[src/rtl/uart_pkg.sv]
// Shared UART definitions: FSM state encoding and parity-mode encodings,
// used by both the transmitter and the receiver.
package uart_pkg;

    typedef enum logic [2:0] {
        ST_IDLE   = 3'd0,
        ST_START  = 3'd1,
        ST_DATA   = 3'd2,
        ST_PARITY = 3'd3,
        ST_STOP   = 3'd4
    } uart_state_e;

    typedef enum logic [1:0] {
        PAR_EVEN  = 2'b00,
        PAR_ODD   = 2'b01,
        PAR_MARK  = 2'b10,
        PAR_SPACE = 2'b11
    } parity_mode_e;

    localparam int unsigned LEN_MIN = 5;

endpackage

[src/rtl/uart_baud_cnt.sv]
// Bit-period down-counter: tick marks the last clock of each bit period and
// the counter reloads itself on every tick or on an explicit load.
module uart_baud_cnt #(
    parameter int DIV_W = 16
) (
    input  logic             clk,
    input  logic             rst,
    input  logic             load,
    input  logic [DIV_W-1:0] div,
    output logic             tick
);

    logic [DIV_W-1:0] cnt_r;
    logic [DIV_W-1:0] reload_s;

    // A divisor of zero behaves like one: the count starts already at zero.
    always_comb begin
        reload_s = (div == {DIV_W{1'b0}}) ? {DIV_W{1'b0}} : (div - {{(DIV_W-1){1'b0}}, 1'b1});
    end

    // Down-count, reloading at each bit boundary.
    always_ff @(posedge clk) begin
        if (rst) begin
            cnt_r <= {DIV_W{1'b0}};
        end else if (load || (cnt_r == {DIV_W{1'b0}})) begin
            cnt_r <= reload_s;
        end else begin
            cnt_r <= cnt_r - {{(DIV_W-1){1'b0}}, 1'b1};
        end
    end

    assign tick = (cnt_r == {DIV_W{1'b0}});

endmodule

[src/rtl/uart_tx_param.sv]
// Parameterised UART transmitter: configurable data length, parity, stop bits
// and bit order, all captured at frame acceptance.
module uart_tx_param
    import uart_pkg::*;
#(
    parameter int DATA_MAX = 9,
    parameter int DIV_W    = 16
) (
    input  logic                clk,
    input  logic                rst,
    input  logic                tx_valid,
    output logic                tx_ready,
    input  logic [DATA_MAX-1:0] tx_data,
    input  logic [3:0]          frame_length,
    input  logic                parity_en,
    input  logic [1:0]          parity_mode,
    input  logic                stop_bits,
    input  logic                msb_first,
    input  logic [DIV_W-1:0]    baud_div,
    output logic                tx,
    output logic                busy,
    output logic                done
);

    localparam logic [4:0] LEN_MIN_L = 5'(LEN_MIN);
    localparam logic [4:0] LEN_MAX_L = 5'(DATA_MAX);

    // Parity over the first len bits only; bits beyond the frame are ignored.
    function automatic logic parity_calc(input logic [DATA_MAX-1:0] data,
                                         input logic [4:0]          len,
                                         input logic [1:0]          mode);
        logic x;
        logic p;
        x = 1'b0;
        for (int i = 0; i < DATA_MAX; i++) begin
            x = x ^ (data[i] & (5'(i) < len));
        end
        case (mode)
            PAR_EVEN:  p = x;
            PAR_ODD:   p = ~x;
            PAR_MARK:  p = 1'b1;
            PAR_SPACE: p = 1'b0;
            default:   p = 1'b0;
        endcase
        return p;
    endfunction

    function automatic logic data_bit(input logic [DATA_MAX-1:0] data,
                                      input logic [4:0]          pos);
        logic b;
        b = 1'b0;
        for (int i = 0; i < DATA_MAX; i++) begin
            b = b | (data[i] & (5'(i) == pos));
        end
        return b;
    endfunction

    uart_state_e         state_r;
    logic                tx_r;
    logic                busy_r;
    logic                done_r;
    logic                ready_r;
    logic [DATA_MAX-1:0] data_r;
    logic [4:0]          len_r;
    logic                par_en_r;
    logic [1:0]          par_mode_r;
    logic                stop_two_r;
    logic                msb_r;
    logic [DIV_W-1:0]    div_r;
    logic [3:0]          bit_idx_r;
    logic                stop_second_r;

    logic                accept_s;
    logic                tick_s;
    logic [DIV_W-1:0]    div_sel_s;
    logic [4:0]          len_clamp_s;
    logic [3:0]          nxt_idx_s;
    logic [4:0]          pos_s;
    logic                nxt_bit_s;
    logic                last_bit_s;

    // Acceptance, length clamp and next-data-bit selection.
    always_comb begin
        accept_s    = tx_valid && ready_r && (state_r == ST_IDLE);
        div_sel_s   = accept_s ? baud_div : div_r;
        len_clamp_s = ({1'b0, frame_length} < LEN_MIN_L) ? LEN_MIN_L :
                      (({1'b0, frame_length} > LEN_MAX_L) ? LEN_MAX_L : {1'b0, frame_length});
        nxt_idx_s   = (state_r == ST_DATA) ? (bit_idx_r + 4'd1) : 4'd0;
        pos_s       = msb_r ? (len_r - 5'd1 - {1'b0, nxt_idx_s}) : {1'b0, nxt_idx_s};
        nxt_bit_s   = data_bit(data_r, pos_s);
        last_bit_s  = ({1'b0, bit_idx_r} == (len_r - 5'd1));
    end

    uart_baud_cnt #(
        .DIV_W (DIV_W)
    ) u_baud_cnt (
        .clk  (clk),
        .rst  (rst),
        .load (accept_s),
        .div  (div_sel_s),
        .tick (tick_s)
    );

    // Frame sequencer with registered line and handshake outputs.
    always_ff @(posedge clk) begin
        if (rst) begin
            state_r       <= ST_IDLE;
            tx_r          <= 1'b1;
            busy_r        <= 1'b0;
            done_r        <= 1'b0;
            ready_r       <= 1'b0;
            data_r        <= {DATA_MAX{1'b0}};
            len_r         <= 5'd0;
            par_en_r      <= 1'b0;
            par_mode_r    <= 2'b00;
            stop_two_r    <= 1'b0;
            msb_r         <= 1'b0;
            div_r         <= {DIV_W{1'b0}};
            bit_idx_r     <= 4'd0;
            stop_second_r <= 1'b0;
        end else begin
            done_r <= 1'b0;
            case (state_r)
                ST_IDLE: begin
                    tx_r <= 1'b1;
                    if (accept_s) begin
                        data_r     <= tx_data;
                        len_r      <= len_clamp_s;
                        par_en_r   <= parity_en;
                        par_mode_r <= parity_mode;
                        stop_two_r <= stop_bits;
                        msb_r      <= msb_first;
                        div_r      <= baud_div;
                        state_r    <= ST_START;
                        tx_r       <= 1'b0;
                        busy_r     <= 1'b1;
                        ready_r    <= 1'b0;
                    end else begin
                        ready_r <= 1'b1;
                    end
                end
                ST_START: begin
                    if (tick_s) begin
                        state_r   <= ST_DATA;
                        bit_idx_r <= 4'd0;
                        tx_r      <= nxt_bit_s;
                    end
                end
                ST_DATA: begin
                    if (tick_s) begin
                        if (!last_bit_s) begin
                            bit_idx_r <= nxt_idx_s;
                            tx_r      <= nxt_bit_s;
                        end else if (par_en_r) begin
                            state_r <= ST_PARITY;
                            tx_r    <= parity_calc(data_r, len_r, par_mode_r);
                        end else begin
                            state_r       <= ST_STOP;
                            tx_r          <= 1'b1;
                            stop_second_r <= 1'b0;
                        end
                    end
                end
                ST_PARITY: begin
                    if (tick_s) begin
                        state_r       <= ST_STOP;
                        tx_r          <= 1'b1;
                        stop_second_r <= 1'b0;
                    end
                end
                ST_STOP: begin
                    if (tick_s) begin
                        if (stop_two_r && !stop_second_r) begin
                            stop_second_r <= 1'b1;
                        end else begin
                            state_r       <= ST_IDLE;
                            done_r        <= 1'b1;
                            busy_r        <= 1'b0;
                            ready_r       <= 1'b1;
                            tx_r          <= 1'b1;
                            stop_second_r <= 1'b0;
                        end
                    end
                end
                default: begin
                    state_r <= ST_IDLE;
                    tx_r    <= 1'b1;
                    busy_r  <= 1'b0;
                    ready_r <= 1'b0;
                end
            endcase
        end
    end

    assign tx       = tx_r;
    assign busy     = busy_r;
    assign done     = done_r;
    assign tx_ready = ready_r;

endmodule
[config.mk]
export PLATFORM = sky130hd
export DESIGN_NAME = uart_tx_param
export DESIGN_NICKNAME = d
export VERILOG_FILES = /design/src/rtl/uart_pkg.sv /design/src/rtl/uart_baud_cnt.sv /design/src/rtl/uart_tx_param.sv
export SDC_FILE = /design/constraint.sdc
export NUM_CORES = 1
export LEC_CHECK = 0
export BUFFER_PORTS_ARGS = -buffer_cell sky130_fd_sc_hd__buf_2
export CELL_PAD_IN_SITES_DETAIL_PLACEMENT = 1
export CELL_PAD_IN_SITES_GLOBAL_PLACEMENT = 2
export CORE_ASPECT_RATIO = 0.6
export CORE_MARGIN = 2
export CORE_UTILIZATION = 35
export DETAILED_ROUTE_END_ITERATION = 8
export GPL_TIMING_DRIVEN = 0
export PLACE_DENSITY = 0.9
export SLEW_MARGIN = 10
export SYNTH_ARGS = -nofsm -noshare
export SYNTH_HDL_FRONTEND = slang
export SYNTH_SLANG_ARGS = --single-unit
[constraint.sdc]
create_clock -name clk -period 3.5 [get_ports clk]
set_input_delay 0.525 -clock clk [delete_from_list [all_inputs] [get_ports clk]]
set_output_delay 0.525 -clock clk [all_outputs]
set_load 0.03 [all_outputs]
# [After elaboration in Yosys (flattened, before gate mapping)]
# Cells that the tools add are included.
# W data, S select, Z words.
[totals] reg_bits=63 output_inout_bits=4 wordCells=158
[classes] add_sub_neg=5 order_cmp=11 n_eq_ne=25 n_mux=43 n_bitwise=38 reduce_logical=21
[op_table] cell="$mux W16" count=3
[op_table] cell="$logic_not A16 Y1" count=2
[op_table] cell="$sub A16 B1 Y16 const B" count=2
[op_table] cell="$mux W3" count=8
[op_table] cell="$mux W4" count=6
[op_table] cell="$eq A3 B5 Y1 const A" count=4
[op_table] cell="$lt A3 B5 Y1 const A" count=4
[op_table] cell="$and A1 B1 Y1" count=18
[op_table] cell="$mux W1" count=18
[op_table] cell="$ne A2 B2 Y1 const B" count=8
[op_table] cell="$pmux W3 S5" count=1
[op_table] cell="$eq A2 B5 Y1 const A" count=2
[op_table] cell="$lt A1 B5 Y1 const A" count=2
[op_table] cell="$lt A2 B5 Y1 const A" count=2
[op_table] cell="$pmux W1 S3" count=3
[op_table] cell="$or A1 B1 Y1" count=8
[op_table] cell="$pmux W4 S2" count=1
[op_table] cell="$reduce_and A4 Y1" count=2
[op_table] cell="$xor A1 B1 Y1" count=8
[op_table] cell="$reduce_and A7 Y1" count=1
[op_table] cell="$eq A3 B2 Y1 const B" count=2
[op_table] cell="$reduce_and A6 Y1" count=1
[op_table] cell="$reduce_or A3 Y1" count=2
[op_table] cell="$eq A1 B5 Y1 const A" count=1
[op_table] cell="other kinds (28)" count=34

# [Depth between registers and ports, before layout]
# Gate-level depths: netlist of the first run.
[logic_depth] word_depth=17 mapped_depth=13 depth_no_buf=11

# [Cells and area by module]
# A second synthesis of the first run with hierarchy kept.
[hier_totals] hier_cells=497 hier_area_um2=3814.9
[modules_own_cells] module="uart_tx_param" instances=1 cells_each=343 area_per_inst_um2=2622.5 seq_area_each_um2=920.9
[modules_own_cells] module="uart_baud_cnt" instances=1 cells_each=154 area_per_inst_um2=1192.4 seq_area_each_um2=320.3

# [Worst setup path after synthesis of the first run]
# No wires, ideal clock.
[synth_path] path_kind="flip-flop to flip-flop" startpoint="reg ready_r, in the netlist tx_ready" endpoint="reg u_baud_cnt.cnt_r[14]" arrival_ns=2.834 required_time_ns=3.433 path_slack_ns=0.598 stages_incl_launch_ff=13 period_less_slack_ns=2.902 cell_sequence="dfxtp_1 nand4bb_1 nor2_1 buf_4 buf_4 mux2i_1 ha_1 buf_2 o21ai_2 or4_1 nand3_1 o211ai_1 a21oi_2"
[synth_via] elab_chain_cells=6 word_cells_on_any_way=8 cone_classes="1 x add/sub; 3 x mux; 4 x reduce/logical"
[synth_rtl] element="start, declared" line_no="uart_tx_param.sv:62" source="logic ready_r;"
[synth_rtl] element="start signal, assigned" line_no="uart_tx_param.sv:111" source="ready_r <= 1'b0;"
[synth_rtl] element="start signal, assigned" line_no="uart_tx_param.sv:137" source="ready_r <= 1'b0;"
[synth_rtl] element="start signal, assigned" line_no="uart_tx_param.sv:139" source="ready_r <= 1'b1;"
[synth_rtl] element="$logic_and A1 B1 Y1 (*) (2 in a row)" line_no="uart_tx_param.sv:84" source="accept_s = tx_valid && ready_r && (state_r == ST_IDLE);"
[synth_rtl] element="$mux W16"
[synth_rtl] element="$sub A16 B1 Y16 or $logic_not A16 Y1 (tied branches)" line_no="uart_baud_cnt.sv:18" source="reload_s = (div == {DIV_W{1'b0}}) ? {DIV_W{1'b0}} : (div - {{(DIV_W-1){1'b0}}, 1'b1});"
[synth_rtl] element="$mux W16" line_no="uart_baud_cnt.sv:18"
[synth_rtl] element="$mux W16 (*)" line_no="uart_baud_cnt.sv:25" source="end else if (load || (cnt_r == {DIV_W{1'b0}})) begin"
[synth_rtl] element="end signal, assigned" line_no="uart_baud_cnt.sv:24" source="cnt_r <= {DIV_W{1'b0}};"
[synth_rtl] element="end signal, assigned" line_no="uart_baud_cnt.sv:26" source="cnt_r <= reload_s;"
[synth_rtl] element="end signal, assigned" line_no="uart_baud_cnt.sv:28" source="cnt_r <= cnt_r - {{(DIV_W-1){1'b0}}, 1'b1};"
[synth_rtl] element="end, declared" line_no="uart_baud_cnt.sv:13" source="logic [DIV_W-1:0] cnt_r;"
# Every way passes the cells marked *; elsewhere a longest branch is shown, timed or not.
# A chain may end at the register's enable or synchronous reset.

# [Final worst setup path of the first run]
[layout_path] startpoint="reg state_r[1]" endpoint="reg u_baud_cnt.cnt_r[14]"
[layout_via] elab_chain_cells=6 word_cells_on_any_way=8 cone_classes="1 x add/sub; 3 x mux; 4 x reduce/logical"
[layout_rtl] element="start, declared" line_no="uart_tx_param.sv:58" source="uart_state_e state_r;"
[layout_rtl] element="start signal, assigned" line_no="uart_tx_param.sv:107" source="state_r <= ST_IDLE;"
[layout_rtl] element="start signal, assigned" line_no="uart_tx_param.sv:134" source="state_r <= ST_START;"
[layout_rtl] element="start signal, assigned" line_no="uart_tx_param.sv:144" source="state_r <= ST_DATA;"
[layout_rtl] element="$logic_not A3 Y1 (*)" line_no="uart_tx_param.sv:84"
[layout_rtl] element="$logic_and A1 B1 Y1 (*)" line_no="uart_tx_param.sv:84"
[layout_rtl] element="$mux W16"
[layout_rtl] element="$sub A16 B1 Y16 or $logic_not A16 Y1 (tied branches)" line_no="uart_baud_cnt.sv:18"
[layout_rtl] element="$mux W16" line_no="uart_baud_cnt.sv:18"
[layout_rtl] element="$mux W16 (*)" line_no="uart_baud_cnt.sv:25"
# Marked as above.

==> metrics.md, run 1 <==
| Metric | Value |
|---|---|
| Pleak | `0.00187 uW` |
| Number of flops mapped to enable cells by yosys | `0` |
| CP Cell Sequence | `buf_2, nand4bb_2, nor2_2, buf_4, buf_4, mux2i_2, ha_1, buf_2, o21ai_2, or4_1, nand3_1, o211ai_1, a21oi_2` |
| CP max-delay cell | `or4_1` |
| Routed vias | `4226` |
| Reg-to-reg slack, setup | `0.19 ns` |
| Ant diodes | `0` |
| H-tree depth | `3` |
| Relative slew margins | `43.3%` |
| Syn Area/Cell | `7.88 um2` |
| Power density over cell area | `667 mW/mm2` |
| Worst-path fanout max | `10` |
| Hold Path Class | `primary input to register` |
| Family with the most delay on the worst path | `simple AND/OR/NAND/NOR gates` |
| Initial antenna violation count | `0` |
| Reg2reg path depth | `13` |
| Drt drc | `0` |
| Worst vdd ir | `0.235 mV` |
| Final Setup Violations | `0` |
| # nets final | `628` |
| Commonest cells in the netlist | `nand2_1 (71), dfxtp_1 (62), nor2_1 (60)` |
| HPWL Detailed | `11.2 mm` |
| Hold Violations, Final | `0` |
| MaxCap Viol Count | `0` |
| Buf/Inv on CP | `4` |
| Final Worst Setup Slack | `0.185 ns` |
| Num CTS Buffers | `9` |
| Synth warnings | `0` |
| Top-count cell post-synth | `nand2_1` |
| Initial DRC count | `398` |
| Ys flop type | `dfxtp_1` |
| Worst Tran Pin Value | `0.827 ns` |
| Hold path depth | `3` |
| WS Path Type | `register to register` |
| Skew-Pair Late Insertion Delay | `0.34 ns` |
| Ports | `41` |
| Clock sink count | `62` |
| Critical Path AT | `3.58 ns` |
| Post-synth cell types | `78` |
| R2r endpoint | `u_baud_cnt.cnt_r[14]$_SDFF_PP0_` |
| Setup crit start kind | `register` |
| DIE AREA | `around 0.013 mm2` |
| Core area | `between 0.01 and 0.015 mm2` |
| Post-synth top area share | `29.8%` |
| Vias in the first global route | `4202` |
| Initial core utilization | `36.4%` |
| Top cells by area, synth | `dfxtp_1 (30%), nand2_1 (6.4%), a21oi_1 (5.8%), nor2_1 (5.4%), xor2_1 (4.4%)` |
| Post-synth ARST share | `0%` |
| Max-slew violations | `0` |
| DR vias/cell | `approximately 5.7` |
| Wirelength per Cell | `19.7 um` |
| DR pass1 iterations | `5` |
| CTS tree | `done` |
| GPL Wtd Cong | `0.863` |
| Post-layout util | `43.0%` |
| Slowest cell delay on critical path | `0.51 ns` |
| Hold path start | `tx_data[7]` |
| # rows | `30` |
| Syn_nets | `577` |
| Max Root-Sink Buffers | `2` |
| Largest area contributor in the netlist | `dfxtp_1` |
| Crit. End Element | `register` |
| CP Depth | `13` |
| Synth Cell Area | `0.00417 mm2` |
| Gate Count Post-Synth | `around 530` |
| GR Overflow Total | `0` |
| Required time worst endpoint | `3.77 ns` |
| Global-route wire length before repair | `23.1 mm` |
| I/O Buffers | `39` |
| Final ANT Viol Nets | `0` |
| Reg clk slew, reported paths | `roughly 0.060 ns` |
| Hold Slack | `0.422 ns` |
| Hold EP | `data_r[7]$_SDFFE_PP0P_` |
| Root Buffer | `clkbuf_16` |
| Fillers | `1401` |
| Fmax | `302 MHz` |
| DP Worst Slack | `-0.0169 ns` |
| Area growth syn-to-layout | `18.2%` |
| Worst Clk Skew | `roughly 0.0057 ns` |
| Synth Register Bits | `slightly above 60` |
| Sequential fraction of the synthesis area | `29.8%` |
| Minimum clock period | `roughly 3.3 ns` |
| RR Startpoint | `state_r[1]$_SDFFE_PP0P_` |
| Share of cells above drive strength 1 | `~16%` |
| Chip height | `88.6 um` |
| Die width | `~140 um` |
| Drt total wl | `between 10 and 15 mm` |
| Largest net degree at the start of global routing | `11` |
| Status | `finished clean` |
| Final period utilization | `94.7%` |
| Global Route Usage Sum | `a little under a quarter` |
cell usage in the layout (no fill, tap or decap), types with 4 or more instances in the layout:
master,count
nand2b_1,9
inv_1,18
nor2_1,59
clkbuf_16,9
dfxtp_1,62
o211ai_1,8
a211oi_1,7
nand2_1,71
ha_1,10
xnor2_1,14
o21ai_1,5
or4_1,7
nor3_1,15
a22oi_1,5
clkbuf_1,19
a21oi_1,48
o21ai_0,10
buf_4,4
nand3_1,11
mux2i_1,12
nor4_1,5
nand3b_1,4
a21o_1,4
buf_2,48
or3_1,7
xor2_1,21
o2111ai_1,4
report_power, final:
part	total, uW	switching, uW	internal, uW
clock network	1020	342	681
registers	959	133	826
logic	1300	802	501
worst min-delay path, stage by stage:
cell and delay (ns):
buf_2 0.09, nand2_1 0.05, a21oi_1 0.05
routing by layer:
layer	wire, um	share of wire [%]	track usage (%)	vias to the layer above
met5	0	0	0	-
met1	7830	53	35.1	2082
met2	5920	40	34.8	123
li1	-	-	-	2004
met3	759	5.2	4.23	17
met4	184	1.3	5.94	0
registers in the layout (all words and copies together) (netlist names), 2 cells and up:
register          count
div_r                16
u_baud_cnt.cnt_r     16
data_r                9
bit_idx_r             4
len_r                 4
state_r               3
par_mode_r            2
cells by family (layout without fill, tap and decap cells):
kind of cell | after synthesis | in the layout | synth area share (%)
mux | 16 | 16 | 3.90
fa+ha+maj | 11 | 11 | 3.48
buf+inv | 50 | 106 | 5.31
flops | 62 | 62 | 29.8
simple gates | 228 | 228 | 28.9
compound gates | 125 | 125 | 20.3
xor+xnor | 37 | 37 | 8.43
timing repair:
action,in CTS,in global routing
setup buffers,0,2
gates resized for setup,0,4
hold buffers,0,0
hold endpoints to repair,0,0
setup endpoints to repair,0,15
cell type report:
type	instances	area, um2	share of cell area [%]
multi-input cells	417	2720	55.3
flip-flops and latches	62	1240	25.2
clock buffers	13	270	5.49
repair buffers	41	210	4.27
well taps	160	200	4.06
plain buffers	31	150	3.05
inverters	18	67.6	1.37
clock inverters	3	65.1	1.32
stage by stage:
step           total power (uW)  instances  setup TNS, ns  area, um2
2_1_floorplan              1870        529              0       4170
3_3_place_gp               2180        728              0       4570
3_5_place_dp               2230        728        -0.0169       4570
4_1_cts                    3260        744              0       4900
5_1_grt                    3460        745       -0.00349       4930
6_report                   3290        745              0       4930
worst max-delay path by stage:
stage	start	endpoint	slack [ns]
final	state_r[1]$_SDFFE_PP0P_	u_baud_cnt.cnt_r[14]$_SDFF_PP0_	0.19
after global routing	state_r[1]$_SDFFE_PP0P_	u_baud_cnt.cnt_r[14]$_SDFF_PP0_	-0.003
after CTS	state_r[1]$_SDFFE_PP0P_	u_baud_cnt.cnt_r[14]$_SDFF_PP0_	0.06
after detailed placement	tx_valid	u_baud_cnt.cnt_r[14]$_SDFF_PP0_	-0.02
after global placement	tx_valid	u_baud_cnt.cnt_r[14]$_SDFF_PP0_	0.06
after floorplan	tx_ready$_SDFFE_PP0P_	u_baud_cnt.cnt_r[14]$_SDFF_PP0_	0.60
Note: power is estimated with default switching activity, not from simulation.
==> run 2: changes to the inputs <==
--- a/config.mk
+++ b/config.mk
@@ -14,7 +14,6 @@
 export DETAILED_ROUTE_END_ITERATION = 8
 export GPL_TIMING_DRIVEN = 0
 export PLACE_DENSITY = 0.9
-export SLEW_MARGIN = 10
 export SYNTH_ARGS = -nofsm -noshare
 export SYNTH_HDL_FRONTEND = slang
 export SYNTH_SLANG_ARGS = --single-unit
==> constraint.sdc (replaced) <==
create_clock -name clk -period 3.7 [get_ports clk]
set_input_delay 0.555 -clock clk [delete_from_list [all_inputs] [get_ports clk]]
set_output_delay 0.555 -clock clk [all_outputs]
set_load 0.03 [all_outputs]
==> run 2 against run 1 <==
Effect of this change: combinational power shrank 5%; wire length is essentially flat; sequential share of layout area is 0.14 points higher; critical endpoint unchanged; largest power group unchanged.
==> metrics.md, run 2 (synthesis gave the netlist of run 1 again) <==
| Metric | Value |
|---|---|
| Status | `finished clean` |
| Chip height | `88.6 um (unchanged)` |
| DR vias/cell | `5.63 (-0.79%)` |
| I/O Buffers | `39 (unchanged)` |
| Post-Layout Cell Count | `744 (-0.13%)` |
| Commonest non-fill, non-tap cell in the layout | `nand2_1` |
| # rows | `30 (unchanged)` |
| Global-route wire length before repair | `23.1 mm (unchanged)` |
| Hold buffer count at CTS | `0 (unchanged)` |
| Reg clk slew, reported paths | `0.06 ns (about the same)` |
| Max Root-Sink Buffers | `2 (unchanged)` |
| Clock power share | `31.2% (about the same)` |
| Clock sink count | `62 (unchanged)` |
| Switch share | `38.9% (about the same)` |
| Fmax | `286 MHz (-5.1%)` |
| Switch Pwr | `1210 uW (-5.7%)` |
| Hold path depth | `3 (unchanged)` |
| # nets final | `627 (-0.16%)` |
| Ports | `41 (unchanged)` |
| Worst-path fanout max | `10 (unchanged)` |
| Hold Violations, Final | `0 (unchanged)` |
| Num CTS Buffers | `9 (unchanged)` |
| Share of cells above drive strength 1 | `15.1% (-1.0 points)` |
| Combinational Power Share | `39.6% (about the same)` |
| Commonest cells after routing, fill and taps aside | `nand2_1 (71), dfxtp_1 (62), nor2_1 (60)` |
| Global Route Usage Sum | `23.5% (unchanged)` |
| Worst Clk Skew | `0.00514 ns (-0.000556 ns)` |
| PostCTS Resize Cnt | `0 (unchanged)` |
| CTS tree | `done` |
| Reg2reg path depth | `13 (unchanged)` |
| Core area | `0.0114 mm2 (unchanged)` |
| Vias in the first global route | `4202 (unchanged)` |
| Unrepaired setup endpoints after global routing | `no` |
| CP Cell Sequence | `buf_2, nand4bb_1, nor2_1, buf_4, buf_4, mux2i_1, ha_1, buf_2, o21ai_2, or4_1, nand3_1, o211ai_1, a21oi_2` |
| Fillers | `1401 (unchanged)` |
| Largest net degree at the start of global routing | `11 (unchanged)` |
| Drt drc | `0 (unchanged)` |
| HPWL Detailed | `11.2 mm (unchanged)` |
| Initial antenna violation count | `0 (unchanged)` |
| Skew-Pair Late Insertion Delay | `0.34 ns (about the same)` |
| GR Overflow Total | `0 (unchanged)` |
| Drt total wl | `14.7 mm (about the same)` |
| DR pass1 iterations | `6 (+1)` |
| Area growth syn-to-layout | `17.5%` |
| Setup_tns | `0 ns (unchanged)` |
| Max-slew violations | `0 (unchanged)` |
| Reg power frac | `29.2% (about the same)` |
| Pleak | `0.00187 uW (-0.44%)` |
| Internal power | `1890 uW (-5.7%)` |
| Slowest cell delay on critical path | `0.51 ns (about the same)` |
| H-tree depth | `3 (unchanged)` |
| Critical Path AT | `3.76 ns (+0.18 ns)` |
| Wirelength per Cell | `19.7 um (+0.14%)` |
| Worst vdd ir | `0.222 mV (-5.8%)` |
| Routed vias | `4187 (-0.92%)` |
| WS Path Type | `register to register` |
| MaxCap Viol Count | `0 (unchanged)` |
| Hold Path Class | `primary input to register` |
| CP max-delay cell | `or4_1` |
| Relative slew margins | `42.5% (-0.73 points)` |
| GPL Wtd Cong | `0.863 (unchanged)` |
| Die width | `145 um (unchanged)` |
| Setup crit start kind | `register` |
| Largest regs | `div_r (16), u_baud_cnt.cnt_r (16), data_r (9)` |
| Ant diodes | `0 (unchanged)` |
| Initial DRC count | `330 (-17%)` |
| Power density over cell area | `632 mW/mm2 (-5.2%)` |
| Final ANT Viol Nets | `0 (unchanged)` |
| Initial core utilization | `36.4% (unchanged)` |
| Minimum clock period | `3.49 ns (+0.177 ns)` |
| Post-layout util | `42.8% (-0.23 points)` |
| Final period utilization | `94.4% (-0.33 points)` |
| Placed Cells | `728 (unchanged)` |
| Worst Tran Pin Value | `0.859 ns (+0.0314 ns)` |
| Root Buffer | `clkbuf_16` |
| Final Setup Violations | `0 (unchanged)` |
| Required time worst endpoint | `3.97 ns (+0.20 ns)` |
| Crit. End Element | `register` |
| DIE AREA | `0.0128 mm2 (unchanged)` |
| Setup Buffers After CTS | `0 (unchanged)` |
[run 2: metrics by stage]
| stage | power (uW) | setup WS, ns | area [um2] | hold WS [ns] |
|---|---|---|---|---|
| after floorplan | 1770 | 0.798 | 4170 | 0.436 |
| after global placement | 2060 | 0.227 | 4570 | 0.452 |
| after detailed placement | 2110 | 0.153 | 4570 | 0.470 |
| after CTS | 3090 | 0.257 | 4900 | 0.451 |
| after global routing | 3270 | 0.00482 | 4900 | 0.452 |
| final | 3100 | 0.208 | 4900 | 0.453 |
[run 2: final timing paths]
check | from | endpoint | slack [ns]
max | state_r[1]$_SDFFE_PP0P_ | u_baud_cnt.cnt_r[14]$_SDFF_PP0_ | 0.21
min | tx_data[7] | data_r[7]$_SDFFE_PP0P_ | 0.45
max reg2reg | state_r[1]$_SDFFE_PP0P_ | u_baud_cnt.cnt_r[14]$_SDFF_PP0_ | 0.21
min reg2reg | stop_second_r$_SDFFE_PP0P_ | stop_second_r$_SDFFE_PP0P_ | 0.48
[run 2: final cells by class]
class	count	area (um2)	area share [%]
inverters	18	67.6	1.38
plain buffers	32	154	3.14
well taps	160	200	4.08
clock buffers	13	270	5.51
clock inverters	3	65.1	1.33
repair buffers	39	195	3.98
multi-input cells	417	2710	55.2
flip-flops and latches	62	1240	25.3
[run 2: routing by layer]
metal | track usage [%] | wire [um]
met5 | 0 | 0
met2 | 34.8 | 5910
met3 | 4.23 | 807
met1 | 35.1 | 7780
met4 | 5.94 | 185
[run 2: worst max-delay path, delay by kind of cell, from the launching register on]
kind | cells | cell delay, ns
flops | 1 | 0.29
compound gates | 3 | 0.41
buf+inv | 4 | 0.93
simple gates | 4 | 1.22
mux | 1 | 0.35
fa+ha+maj | 1 | 0.20
[run 2: power groups by stage]
stage	sequential (uW)	combinational, uW	clock, uW
2_1_floorplan	895	878	0
3_3_place_gp	909	1150	0
3_5_place_dp	917	1190	0
4_1_cts	905	1210	973
5_1_grt	918	1350	1000
6_report	906	1230	967
==> run 3: changes to the inputs <==
--- a/config.mk
+++ b/config.mk
@@ -14,6 +14,7 @@
 export DETAILED_ROUTE_END_ITERATION = 8
 export GPL_TIMING_DRIVEN = 0
 export PLACE_DENSITY = 0.9
+export REMOVE_ABC_BUFFERS = 1
 export SYNTH_ARGS = -nofsm -noshare
 export SYNTH_HDL_FRONTEND = slang
 export SYNTH_SLANG_ARGS = --single-unit
==> run 3 against run 2 <==
Effect of this change: sequential share of layout area rose by 0.76 points; clock skew barely moved; total power fell by 4.2%; worst hold slack improved by 0.0010 ns; critical path type unchanged; critical endpoint is now tx$_SDFFE_PP1P_; largest power group unchanged; highest routed layer unchanged.
==> metrics.md, run 3 (synthesis gave the netlist of run 1 again) <==
| Metric | Value |
|---|---|
| DP Worst Slack | `0.0753 ns (-0.0778 ns)` |
| # rows | `30 (unchanged)` |
| DR pass1 iterations | `4 (-2)` |
| Vias in the first global route | `4038 (-3.9%)` |
| CTS tree | `done` |
| Switch share | `39.7% (+0.84 points)` |
| Relative slew margins | `18.0% (-24 points)` |
| Final period utilization | `93.5% (-0.82 points)` |
| Power density over cell area | `624 mW/mm2 (-1.4%)` |
| Commonest non-fill, non-tap cell in the layout | `nand2_1` |
| Clock power share | `29.2% (-2.0 points)` |
| DIE AREA | `0.0128 mm2 (unchanged)` |
| Routed vias | `4061 (-3.0%)` |
| Ports | `41 (unchanged)` |
| Max-slew violations | `0 (unchanged)` |
| Post-place instance area | `0.00444 mm2 (-2.7%)` |
| Worst-path fanout max | `20 (+10)` |
| Drt drc | `0 (unchanged)` |
| Status | `finished clean` |
| I/O Buffers | `40 (+2.6%)` |
| Hold Path Class | `primary input to register` |
| Global Route Usage Sum | `20.9% (-2.6 points)` |
| Final Setup Violations | `0 (unchanged)` |
| Reg2reg path depth | `10 (-3)` |
| Num CTS Buffers | `9 (unchanged)` |
| Worst vdd ir | `0.277 mV (+25%)` |
| H-tree depth | `3 (unchanged)` |
| Initial antenna violation count | `0 (unchanged)` |
| # nets final | `598 (-4.6%)` |
| Reg-to-reg slack, setup | `0.24 ns (+0.03 ns)` |
| Final ANT Viol Nets | `0 (unchanged)` |
| Placed Cells | `698 (-4.1%)` |
| Pleak | `0.00178 uW (-4.5%)` |
| Combinational Power Share | `39.4% (-0.2 points)` |
| Worst Tran Pin Value | `1.23 ns (+0.371 ns)` |
| WS Path Type | `register to register` |
| Root Buffer | `clkbuf_16` |
| Reg clk slew, reported paths | `0.06 ns (about the same)` |
| Hold EP | `data_r[6]$_SDFFE_PP0P_` |
| HPWL Detailed | `9.41 mm (-16%)` |
| Internal power | `1790 uW (-5.6%)` |
| Required time worst endpoint | `3.90 ns (-0.07 ns)` |
| Largest regs | `div_r (16), u_baud_cnt.cnt_r (16), data_r (9)` |
| Initial DRC count | `269 (-18%)` |
| Area growth syn-to-layout | `14.1%` |
| Post-Layout Cell Count | `715 (-3.9%)` |
| R2r endpoint | `tx$_SDFFE_PP1P_` |
| Global-route wire length before repair | `21.2 mm (-8.4%)` |
| Hold Slack | `0.454 ns (+0.000997 ns)` |
| Initial core utilization | `36.4% (unchanged)` |
| Hold path depth | `3 (unchanged)` |
| Final Worst Setup Slack | `0.239 ns (+0.0305 ns)` |
| Chip height | `88.6 um (unchanged)` |
| Core area | `0.0114 mm2 (unchanged)` |
| PostCTS Resize Cnt | `0 (unchanged)` |
| Fmax | `289 MHz (+0.88%)` |
| Reg power frac | `31.5% (+2.3 points)` |
| Largest net degree at the start of global routing | `62 (+51)` |
| Final instance area | `0.00476 mm2 (-2.9%)` |
| Commonest cells after routing, fill and taps aside | `nand2_1 (70), dfxtp_1 (62), nor2_1 (58)` |
| GPL Wtd Cong | `0.850 (-1.5%)` |
| Switch Pwr | `1180 uW (-2.2%)` |
| Post-layout util | `41.6% (-1.2 points)` |
| Max Root-Sink Buffers | `2 (unchanged)` |
| GR Overflow Total | `0 (unchanged)` |
| RR Startpoint | `state_r[2]$_SDFFE_PP0P_` |
| Skew-Pair Late Insertion Delay | `0.34 ns (about the same)` |
| Hold buffer count at CTS | `0 (unchanged)` |
| DR vias/cell | `5.68 (+0.92%)` |
| Worst Clk Skew | `0.00497 ns (-0.000172 ns)` |
| Ant diodes | `0 (unchanged)` |
| MaxCap Viol Count | `0 (unchanged)` |
| Crit. End Element | `register` |
| Hold Violations, Final | `0 (unchanged)` |
| Share of cells above drive strength 1 | `14.6% (-0.47 points)` |
| Die width | `145 um (unchanged)` |
| Hold path start | `tx_data[6]` |
| Critical Path AT | `3.67 ns (-0.09 ns)` |
| Drt total wl | `13.0 mm (-11%)` |
| Setup crit start kind | `register` |
| Wirelength per Cell | `18.2 um (-7.6%)` |
| Setup Buffers After CTS | `0 (unchanged)` |
| Clock sink count | `62 (unchanged)` |
| Minimum clock period | `3.46 ns (-0.0305 ns)` |
| Unrepaired setup endpoints after global routing | `no` |
==> run 3: changes by cell type in the layout (fill, tap and decap cells not counted), moves of 2 or more <==
cell / before / now
buf_2: 48 / 40
buf_6: 2 / 0
clkbuf_1: 20 / 1
clkinv_2: 1 / 3
nor2_1: 60 / 58
==> run 3: how the worst max path moves through the flow <==
stage / slack [ns] / endpoint / start / depth (start not counted)
2_1_floorplan: -0.67 / u_baud_cnt.cnt_r[14]$_SDFF_PP0_ / tx_ready$_SDFFE_PP0P_ / 9
3_3_place_gp: -2.46 / u_baud_cnt.cnt_r[4]$_SDFF_PP0_ / tx_valid / 7
3_5_place_dp: 0.08 / u_baud_cnt.cnt_r[14]$_SDFF_PP0_ / tx_valid / 11
4_1_cts: 0.04 / u_baud_cnt.cnt_r[14]$_SDFF_PP0_ / state_r[1]$_SDFFE_PP0P_ / 10
5_1_grt: 0.03 / tx$_SDFFE_PP1P_ / state_r[2]$_SDFFE_PP0P_ / 10
6_report: 0.24 / tx$_SDFFE_PP1P_ / state_r[2]$_SDFFE_PP0P_ / 10
==> run 3: power by group through the flow <==
| stage | sequential, uW | clock (uW) | combinational [uW] |
|---|---|---|---|
| 6_report | 934 | 866 | 1170 |
| 3_3_place_gp | 931 | 0 | 1080 |
| 5_1_grt | 949 | 908 | 1300 |
| 3_5_place_dp | 943 | 0 | 1130 |
| 4_1_cts | 931 | 878 | 1160 |
| 2_1_floorplan | 908 | 0 | 834 |
==> run 3: layout make-up <==
class                   count  area, um2
fillers                  1417       6690
multi-input cells         417       2720
flip-flops and latches     62       1240
clock buffers              12        256
repair buffers             42        228
well taps                 160        200
inverters                  18       67.6
clock inverters             4       45.0
==> run 3: worst max-delay path: stages, from the launching register on <==
cell and delay (ns):
dfxtp_1 0.83, nand4bb_1 0.39, inv_1 0.17, fa_1 0.57
nand2b_1 0.20, o21ai_0 0.16, a221oi_1 0.34, o211a_1 0.20
o31ai_1 0.11, o21ai_1 0.22, o311ai_2 0.13
==> run 3: layer usage <==
metal / GRT usage, % / routed length [um] / share of wire (%)
met5: 0 / 0 / 0
met3: 4.48 / 633 / 4.9
met4: 6.39 / 143 / 1.1
met2: 31.7 / 5440 / 42
met1: 29.8 / 6820 / 52
==> run 3: stage by stage <==
stage | TNS (ns) | power [uW]
after floorplan | -6.05 | 1740
after global placement | -55.07 | 2010
after detailed placement | 0 | 2080
after CTS | 0 | 2970
after global routing | 0 | 3150
final | 0 | 2970
